`src/rtl/unidir_bus_rx.sv`:
```
// unidir_bus_rx: receiving end of a unidirectional bus. Each rising edge of
// bus_en captures one bus_d word into a first-word-fall-through FIFO that
// drains through a valid/ready handshake. There is no return path to the
// transmitter, so words arriving at a full FIFO are dropped and flagged in
// the sticky ovf bit.
module unidir_bus_rx #(
    parameter int unsigned WIDTH = 4,
    parameter int unsigned DEPTH = 4
) (
    input  logic                       clk,
    input  logic                       rst,
    input  logic [WIDTH-1:0]           bus_d,
    input  logic                       bus_en,
    output logic [WIDTH-1:0]           out_data,
    output logic                       out_valid,
    input  logic                       out_ready,
    output logic [$clog2(DEPTH+1)-1:0] count,
    output logic                       full,
    output logic                       ovf,
    input  logic                       ovf_clr
);

    localparam int unsigned PW = $clog2(DEPTH);
    localparam int unsigned CW = $clog2(DEPTH+1);

    // Registered state
    logic                 en_q,     en_d;
    logic [PW-1:0]        wr_ptr_q, wr_ptr_d;
    logic [PW-1:0]        rd_ptr_q, rd_ptr_d;
    logic [CW-1:0]        count_q,  count_d;
    logic                 ovf_q,    ovf_d;
    logic [WIDTH-1:0]     mem_q [DEPTH];

    // Per-cycle events
    logic strobe;
    logic push;
    logic pop;
    logic drop;

    // Status outputs come only from registered state: no path from the bus inputs.
    assign out_valid = (count_q != '0);
    assign full      = (count_q == CW'(DEPTH));
    assign count     = count_q;
    assign ovf       = ovf_q;
    assign out_data  = mem_q[rd_ptr_q];

    // Strobe detection, push/pop/drop decisions and next-state computation.
    always_comb begin
        strobe   = bus_en & ~en_q;
        pop      = out_valid & out_ready;
        push     = strobe & (~full | pop);
        drop     = strobe & full & ~pop;

        en_d     = bus_en;
        wr_ptr_d = wr_ptr_q;
        rd_ptr_d = rd_ptr_q;
        count_d  = count_q;
        // A drop in the same cycle as ovf_clr leaves the flag set.
        ovf_d    = drop | (ovf_q & ~ovf_clr);

        // Pointers are log2(DEPTH) bits, so they wrap modulo DEPTH for free.
        if (push) wr_ptr_d = wr_ptr_q + PW'(1);
        if (pop)  rd_ptr_d = rd_ptr_q + PW'(1);

        unique case ({push, pop})
            2'b10:   count_d = count_q + CW'(1);
            2'b01:   count_d = count_q - CW'(1);
            default: count_d = count_q;
        endcase
    end

    // Control state register with synchronous reset; en_q resets high so a
    // bus_en level already high across reset does not count as a strobe.
    always_ff @(posedge clk) begin
        // NOTE: sequential state uses non-blocking assignments so every flop
        // samples the pre-edge value of its inputs regardless of block order.
        if (rst) begin
            en_q     <= 1'b1;
            wr_ptr_q <= '0;
            rd_ptr_q <= '0;
            count_q  <= '0;
            ovf_q    <= 1'b0;
        end else begin
            en_q     <= en_d;
            wr_ptr_q <= wr_ptr_d;
            rd_ptr_q <= rd_ptr_d;
            count_q  <= count_d;
            ovf_q    <= ovf_d;
        end
    end

    // FIFO storage write.
    always_ff @(posedge clk) begin
        // NOTE: the storage array is deliberately not reset; count gates
        // out_valid, so stale contents are never presented as valid data.
        if (push && !rst) begin
            mem_q[wr_ptr_q] <= bus_d;
        end
    end

endmodule

```
`config.mk`:
```
export PLATFORM = sky130hd
export DESIGN_NAME = unidir_bus_rx
export DESIGN_NICKNAME = d
export VERILOG_FILES = /design/src/rtl/unidir_bus_rx.sv
export SDC_FILE = /design/constraint.sdc
export NUM_CORES = 1
export LEC_CHECK = 0
export CAP_MARGIN = 20
export CORE_ASPECT_RATIO = 1.25
export CORE_MARGIN = 2
export CORE_UTILIZATION = 51
export DETAILED_ROUTE_END_ITERATION = 10
export PLACE_DENSITY_LB_ADDON = 0.08
export SLEW_MARGIN = 40
export SYNTH_ARGS = -nofsm -noshare
export SYNTH_HDL_FRONTEND = slang
export SYNTH_SLANG_ARGS = --single-unit
```
`constraint.sdc`:
```
create_clock -name clk -period 2.4 [get_ports clk]
set_input_delay 0.72 -clock clk [delete_from_list [all_inputs] [get_ports clk]]
set_output_delay 0.72 -clock clk [all_outputs]
set_load 0.1 [all_outputs]
```
After elaboration in Yosys (flattened, before gate mapping)
Memory sizes are Yosys's and may differ from the RTL's. A register that Yosys moved wholly into a read port is not among the register bits.
Cells that the tools add are included.
{ "classes": {"n_addsub": 4, "eq_ne": 3, "n_mux": 5, "bitwise": 12, "n_reduce_logical": 4} }
{ "op_table": {"columns": ["operator", "n"], "rows": [
  ["1-bit AND", 6],
  ["3-bit case mux with 2 select lines", 1],
  ["2-bit by 1-bit adder with 2-bit output, second input constant", 2],
  ["2-bit two-way mux", 2],
  ["1-bit NOT", 4],
  ["3-bit by 1-bit adder with 3-bit output, second input constant", 1],
  ["3-bit == test, second input constant", 1],
  ["3-bit nonzero test", 1],
  ["3-bit by 1-bit subtractor with 3-bit output, second input constant", 1],
  ["2-bit by 1-bit == test with 1-bit output, second input constant", 1],
  ["2-bit == test, second input constant", 1],
  ["1-bit two-way mux", 2],
  ["1-bit OR", 2],
  ["2-bit nonzero test", 1],
  ["1-bit logical AND", 1],
  ["1-bit zero test", 1]
]} }
{ "totals": {"regBits": 9, "mem_bits_rw": 16, "in_bits": 9, "out_inout_bits": 10, "word_cells": 34, "mem_count": 1} }
{ "mem_list": {"columns": ["memory", "depth", "width", "rd", "rd_clocked_by_memory_dff", "write_ports", "line", "source"], "rows": [
  ["mem_q", 4, 4, 1, 1, 1, "32", "logic [WIDTH-1:0] mem_q [DEPTH];"]
]} }

Logic depth before layout (Yosys ltp)
Gate-level depths: netlist of the first run.
{ "depth": {"depth_word": 7, "depth_mapped": 6, "mapped_depth_nobuf": 6} }

Worst setup path before layout of the first run
Ideal clock, no wire load.
{ "synth_timing": {"kind": "register to output", "from": "reg count_q[2] (netlist: count[2])", "to": "out full", "arrival_time_ns": 2.092, "required_ns": 1.680, "setup_slack_ns": -0.412, "path_stages_with_launch": 3, "n_path_buf": 0, "path_cell_list": "dfxtp_1 or3b_4 inv_1"} }
{ "synth_via": {"elab_chain_len": 1} }
{ "synth_lines": {"columns": ["element", "line", "source"], "rows": [
  ["start, declared", "30", "logic [CW-1:0] count_q, count_d;"],
  ["start signal, assigned", "87", "count_q <= count_d;"],
  ["3-bit == test", "42", "assign full = (count_q == CW'(DEPTH));"],
  ["end, declared", "18", "output logic full,"]
]} }
Every way passes these cells.

==> results of run 1 <==
## cell type report
class                           count  area (um^2)  area share, %
Multi-Input combinational cell     52          437           29.0
Tap cell                           31         38.8           2.57
Clock inverter                      1         7.51          0.498
Timing Repair Buffer               24          275           18.3
Sequential cell                    27          704           46.7
Clock buffer                        3         22.5           1.49
Inverter                            6         22.5           1.49
## power groups by stage
stage          Clock, mW  Combinational (mW)  Sequential (mW)
6_report           0.185               0.809            0.574
5_1_grt            0.212               0.846            0.581
4_1_cts            0.192               0.813            0.576
3_5_place_dp           0               0.811            0.586
3_3_place_gp           0               0.806            0.584
2_1_floorplan          0               0.429            0.704
## critical path: cells and delay by family (launching register included)
kind                   cells  cell delay [ps]
buffers and inverters      1              190
muxes                      1              580
DFF                        1              510
## cells in the mapped netlist (2+ instances only)
cell	number	share of area, %
edfxtp_1	16	41
dfxtp_1	11	19
ha_1	4	4.3
and2_1	4	2.2
nor2b_1	2	1.1
mux4_2	4	7.8
mux2_2	2	1.9
nand2_1	2	0.65
inv_1	6	1.9
xnor2_1	3	2.3
nor2_1	15	4.8
## layer usage
| layer | wire length [um] | up-vias |
|---|---|---|
| met5 | 0 | - |
| met4 | 14 | 0 |
| met3 | 62 | 2 |
| met2 | 1060 | 13 |
| met1 | 720 | 337 |
| li1 | - | 356 |
## per-stage QoR
| stage | cell area (um^2) | hold WS, ps | std cells | power (mW) |
|---|---|---|---|---|
| finish | 1510 | 535 | 144 | 1.57 |
| CTS | 1510 | 538 | 144 | 1.58 |
| floorplan | 1170 | 485 | 86 | 1.13 |
| detailed placement | 1480 | 506 | 140 | 1.40 |
| global placement | 1480 | 472 | 140 | 1.39 |
| global route | 1510 | 588 | 144 | 1.64 |
## sequential cells by signal, summed over array words and instances (netlist names), named ones only
| name | cells |
|---|---|
| ovf | 1 |
| rd_ptr_q | 2 |
| count | 3 |
| mem_q | 16 |
| wr_ptr_q | 2 |
| en_q | 1 |
## worst min path at each step
stage / from / to
floorplan: rd_ptr_q[1] / flip-flop
global placement: ovf / ovf
detailed placement: ovf / ovf
CTS: ovf / ovf
global route: ovf / ovf
finish: ovf / ovf
## cells by family after synthesis
group	after synthesis	synth area share, %
compound gates	5	3.98
xor+xnor	4	3.01
fa+ha+maj	5	6.03
buf+inv	7	2.26
flops	27	60.3
mux	8	11.5
simple gates	30	12.9
==> results.py, run 1 <==
metrics = {
    "run_status": {
        "outcome": "complete, no violations",
    },
    "route": {
        "drt_iter0_drc": 5,
        "drc_errors": 0,
        "vias": 708,
        "first_pass_iters": 4,
        "wire_per_inst_um": 12.9,
        "drt-total-wl_um": 1860,
        "via_per_inst": 4.92,
        "ant_nets": 0,
    },
    "global_route": {
        "use_met2_pct": 29.6,
        "antenna_found_initial": 0,
        "grt_pass1_vias": 720,
        "grt_pass1_wl_um": 3080,
        "grt_max_degree": 17,
        "top_usage_layer": "met2",
        "grt_use_met3_pct": 3.16,
        "grt.total_usage_pct": 16.0,
        "gr-total-overflow": 0,
        "grt_use_met1_pct": 18.3,
    },
    "yosys": {
        "avgSynthCellArea_um2": 13.5,
        "syn_area_um2": 1160,
        "yosysUniqueCellTypes": 28,
        "synth_ff_type": "edfxtp_1",
        "synth_edf_count": 16,
        "async_flop_share_pct": 0,
        "yosysWarnings": 0,
        "syn-num-nets": 100,
        "ys_ff_latch": 27,
        "synth_cells": 86,
        "yosysSeqAreaShare_pct": 60.3,
    },
    "finish": {
        "nets": 128,
        "n_fill_cell": 186,
        "antenna_cells": 0,
        "mostFrequentLayoutCells": "edfxtp_1 (16), nor2_1 (15), buf_4 (10), dfxtp_1 (8), clkdlybuf4s50_1 (8)",
        "layout.core_utilization_pct": 68.9,
        "layout_commonest_cell": "edfxtp_1",
        "syn_to_final_growth_pct": 29.7,
        "drive_gt1_share_pct": 30.1,
    },
    "power_and_ir_drop": {
        "p_leak_nw": 0.566,
        "switching_share_pct": 43.4,
        "p_comb_share_pct": 51.6,
        "vdd_drop_max_mv": 1.04,
        "p_switching_mw": 0.681,
        "sequentialPowerShare_pct": 36.6,
        "p_int_mw": 0.888,
        "powerDensity_nw_per_um2": 1040,
        "power_frac_clock_pct": 11.8,
    },
    "timing": {
        "fmax_ghz": 0.434,
        "finalHoldViolCount": 0,
        "min_period_over_period_pct": 96.0,
        "setup_ws_ps": 95.7,
        "fin_crit_ps": 2300,
        "slew_headroom_pct": 80.9,
        "setup_tns_ps": 0,
        "finalSetupViolCount": 0,
        "rsz0062_at_grt": "false",
        "tightest_slew_ps": 286,
        "worst_clock_skew_ps": 2.47,
        "slew_viol_final": 0,
    },
    "floorplan": {
        "die_area_um2": 2680,
        "ios": 19,
        "rows": 19,
        "start_util_pct": 53.1,
        "dieWidth_um": 46.7,
        "core_um2": 2190,
        "die_h_um": 57.4,
    },
    "clocking": {
        "cts_tree": "yes",
        "numClockSinks": 27,
        "htree_levels": 1,
        "clk_pin_slew_worst_paths_ps": 140,
        "insertion_delay_ps": 300,
        "cts_buffers": 3,
        "cts_setup_buffers": 0,
        "holdBufCountCts": 0,
        "cts_max_path_buffers": 2,
        "post_cts_resize_count": 0,
        "root_buffer": "clkbuf_4",
    },
    "run": {
        "maxCapViolCount": 0,
    },
    "setup_path": {
        "timing.rr.start": "count[2]",
        "cp_max_fo": 4,
        "setup.worst_path.end": "out_data[2]",
        "crit_path_max_incr_delay_ps": 580,
        "critPathRequiredTime_ps": 1680,
        "worstPathArrival_ps": 1580,
        "reg2regPathDepth": 6,
        "startpoint_type": "flip-flop",
        "critPathKind": "reg -> out",
        "ff2ff_setup_slack_ps": 680,
        "cp-end-kind": "primary output",
        "critPathSlowestCell": "mux4_2",
        "r2r_end": "count[2]",
        "path_cells": "mux4_2 -> buf_12",
    },
    "worst_hold_path": {
        "holdPathStages": 2,
        "hp-class": "reg -> reg",
    },
    "place": {
        "hpwlAfterDp_um": 1530,
        "gp_congestion": 0.744,
        "dp_slack_ps": -111,
        "numPortBuffers": 18,
    },
}
No activity file was read; power rests on OpenSTA's default activity.
==> run 2: changes to the inputs <==
Settings changed: CORE_UTILIZATION 51 to 55, CTS_CLUSTER_SIZE set to 20.
Clock period 2.4 ns to 2.69 ns, I/O delays scaled along.
==> run 2 against run 1 <==
  * Clock power decreased by 8%
  * Flip-flop and latch count did not move
  * Cell count shrank 9.7%
  * Combinational power decreased by 21%
  * Die area decreased by 6.7%
  * Global-route usage is 0.62 points higher
  * Largest cell class unchanged
==> results.py, run 2 (synthesis gave the netlist of run 1 again) <==
metrics = {
    "run_status": {
        "outcome": "complete, no violations",
    },
    "finish": {
        "mostFrequentLayoutCells": "edfxtp_1 (16), nor2_1 (15), buf_4 (12), dfxtp_1 (10), clkdlybuf4s50_1 (8)",
        "largest_register_ffs": 16,
        "stdcell_area_um2": 1400,
        "n_fill_cell": 163,
        "antenna_cells": 0,
        "top_register": "mem_q",
        "regArea_um2": 702,
        "layout_commonest_cell": "edfxtp_1",
        "syn_to_final_growth_pct": 20.8,
        "layout.core_utilization_pct": 70.8,
        "nets": 125,
        "drive_gt1_share_pct": 25.5,
        "multi_input_area_um2": 435,
    },
    "global_route": {
        "grt_pass1_vias": 705,
        "gr-total-overflow": 0,
        "grt.total_usage_pct": 16.6,
        "antenna_found_initial": 0,
        "grt_max_degree": 17,
        "grt_pass1_wl_um": 3080,
    },
    "timing": {
        "slew_headroom_pct": 71.3,
        "finalHoldViolCount": 0,
        "fin_crit_ps": 2400,
        "slew_viol_final": 0,
        "fmax_ghz": 0.416,
        "setup_tns_ps": 0,
        "finalSetupViolCount": 0,
        "tightest_slew_ps": 431,
        "setup_ws_ps": 286,
        "rsz0062_at_grt": "false",
        "min_period_over_period_pct": 89.4,
        "worst_clock_skew_ps": 5.28,
    },
    "route": {
        "vias": 681,
        "wire_per_inst_um": 13.9,
        "drt_iter0_drc": 4,
        "first_pass_iters": 4,
        "ant_nets": 0,
        "via_per_inst": 5.24,
        "drc_errors": 0,
        "drt-total-wl_um": 1810,
    },
    "floorplan": {
        "core_um2": 1980,
        "dieWidth_um": 45.1,
        "die_h_um": 55.4,
        "die_area_um2": 2500,
        "ios": 19,
        "rows": 18,
        "start_util_pct": 58.6,
    },
    "setup_path": {
        "critPathRequiredTime_ps": 1880,
        "worstPathArrival_ps": 1600,
        "timing.rr.start": "count[1]",
        "cp_max_fo": 4,
        "cp-end-kind": "primary output",
        "startpoint_type": "flip-flop",
        "critPathKind": "reg -> out",
    },
    "clocking": {
        "holdBufCountCts": 0,
        "root_buffer": "clkbuf_4",
        "cts_max_path_buffers": 2,
        "cts_tree": "yes",
        "numClockSinks": 27,
        "cts_buffers": 3,
        "clk_pin_slew_worst_paths_ps": 140,
        "insertion_delay_ps": 320,
        "cts_setup_buffers": 0,
        "post_cts_resize_count": 0,
        "htree_levels": 1,
    },
    "place": {
        "numPortBuffers": 18,
        "dp_slack_ps": 69.9,
        "gp_congestion": 0.699,
        "placed_area_um2": 1380,
        "hpwlAfterDp_um": 1470,
    },
    "power_and_ir_drop": {
        "p_leak_nw": 0.533,
        "vdd_drop_max_mv": 0.849,
        "powerDensity_nw_per_um2": 939,
    },
    "run": {
        "maxCapViolCount": 0,
    },
    "worst_hold_path": {
        "worstHoldStart": "ovf",
        "hp-class": "reg -> reg",
    },
}
## run 2: power breakdown
group          switching, mW  total (mW)  internal [mW]  leakage (nW)
clock network          0.112       0.170         0.0578        0.0183
logic                  0.446       0.639          0.193         0.281
registers             0.0406       0.510          0.469         0.234
## run 2: worst paths after layout
path	end	slack (ps)	cells after the start
min	ovf	510	2
max reg2reg	count[2]	900	6
max	out_data[2]	290	2
min reg2reg	ovf	510	2
## run 2: layer usage
| metal | vias up | part of all wire [%] | global-route usage, % |
|---|---|---|---|
| met5 | - | 0 | 0 |
| met4 | 0 | 1.0 | 3.78 |
| met3 | 2 | 5.2 | 2.94 |
| met2 | 26 | 54 | 30.4 |
| met1 | 308 | 40 | 19.2 |
| li1 | 345 | - | - |
## run 2: through the flow
step	hold slack (ps)	cells	power, mW
floorplan	485	86	1.01
global placement	472	126	1.15
detailed placement	479	126	1.16
CTS	512	130	1.33
global route	541	130	1.38
finish	511	130	1.32
## run 2: area by class of cell
| class | instances | share of cell area, % |
|---|---|---|
| Multi-Input combinational cell | 52 | 31.0 |
| Timing Repair Buffer | 21 | 13.5 |
| Tap cell | 20 | 1.78 |
| Inverter | 6 | 1.60 |
| Clock inverter | 1 | 0.446 |
| Sequential cell | 27 | 50.0 |
| Clock buffer | 3 | 1.60 |
## run 2: worst max-delay path, stage by stage, from the launching register on
cell     delay [ps]
dfxtp_1         500
mux4_2          540
buf_4           250
==> run 3: changes to the inputs <==
Settings changed: CTS_CLUSTER_DIAMETER set to 200, SLEW_MARGIN 40 to 20.
==> results of run 3 <==
Same layout as run 2: the final DEF is identical, and so are final timing and power.
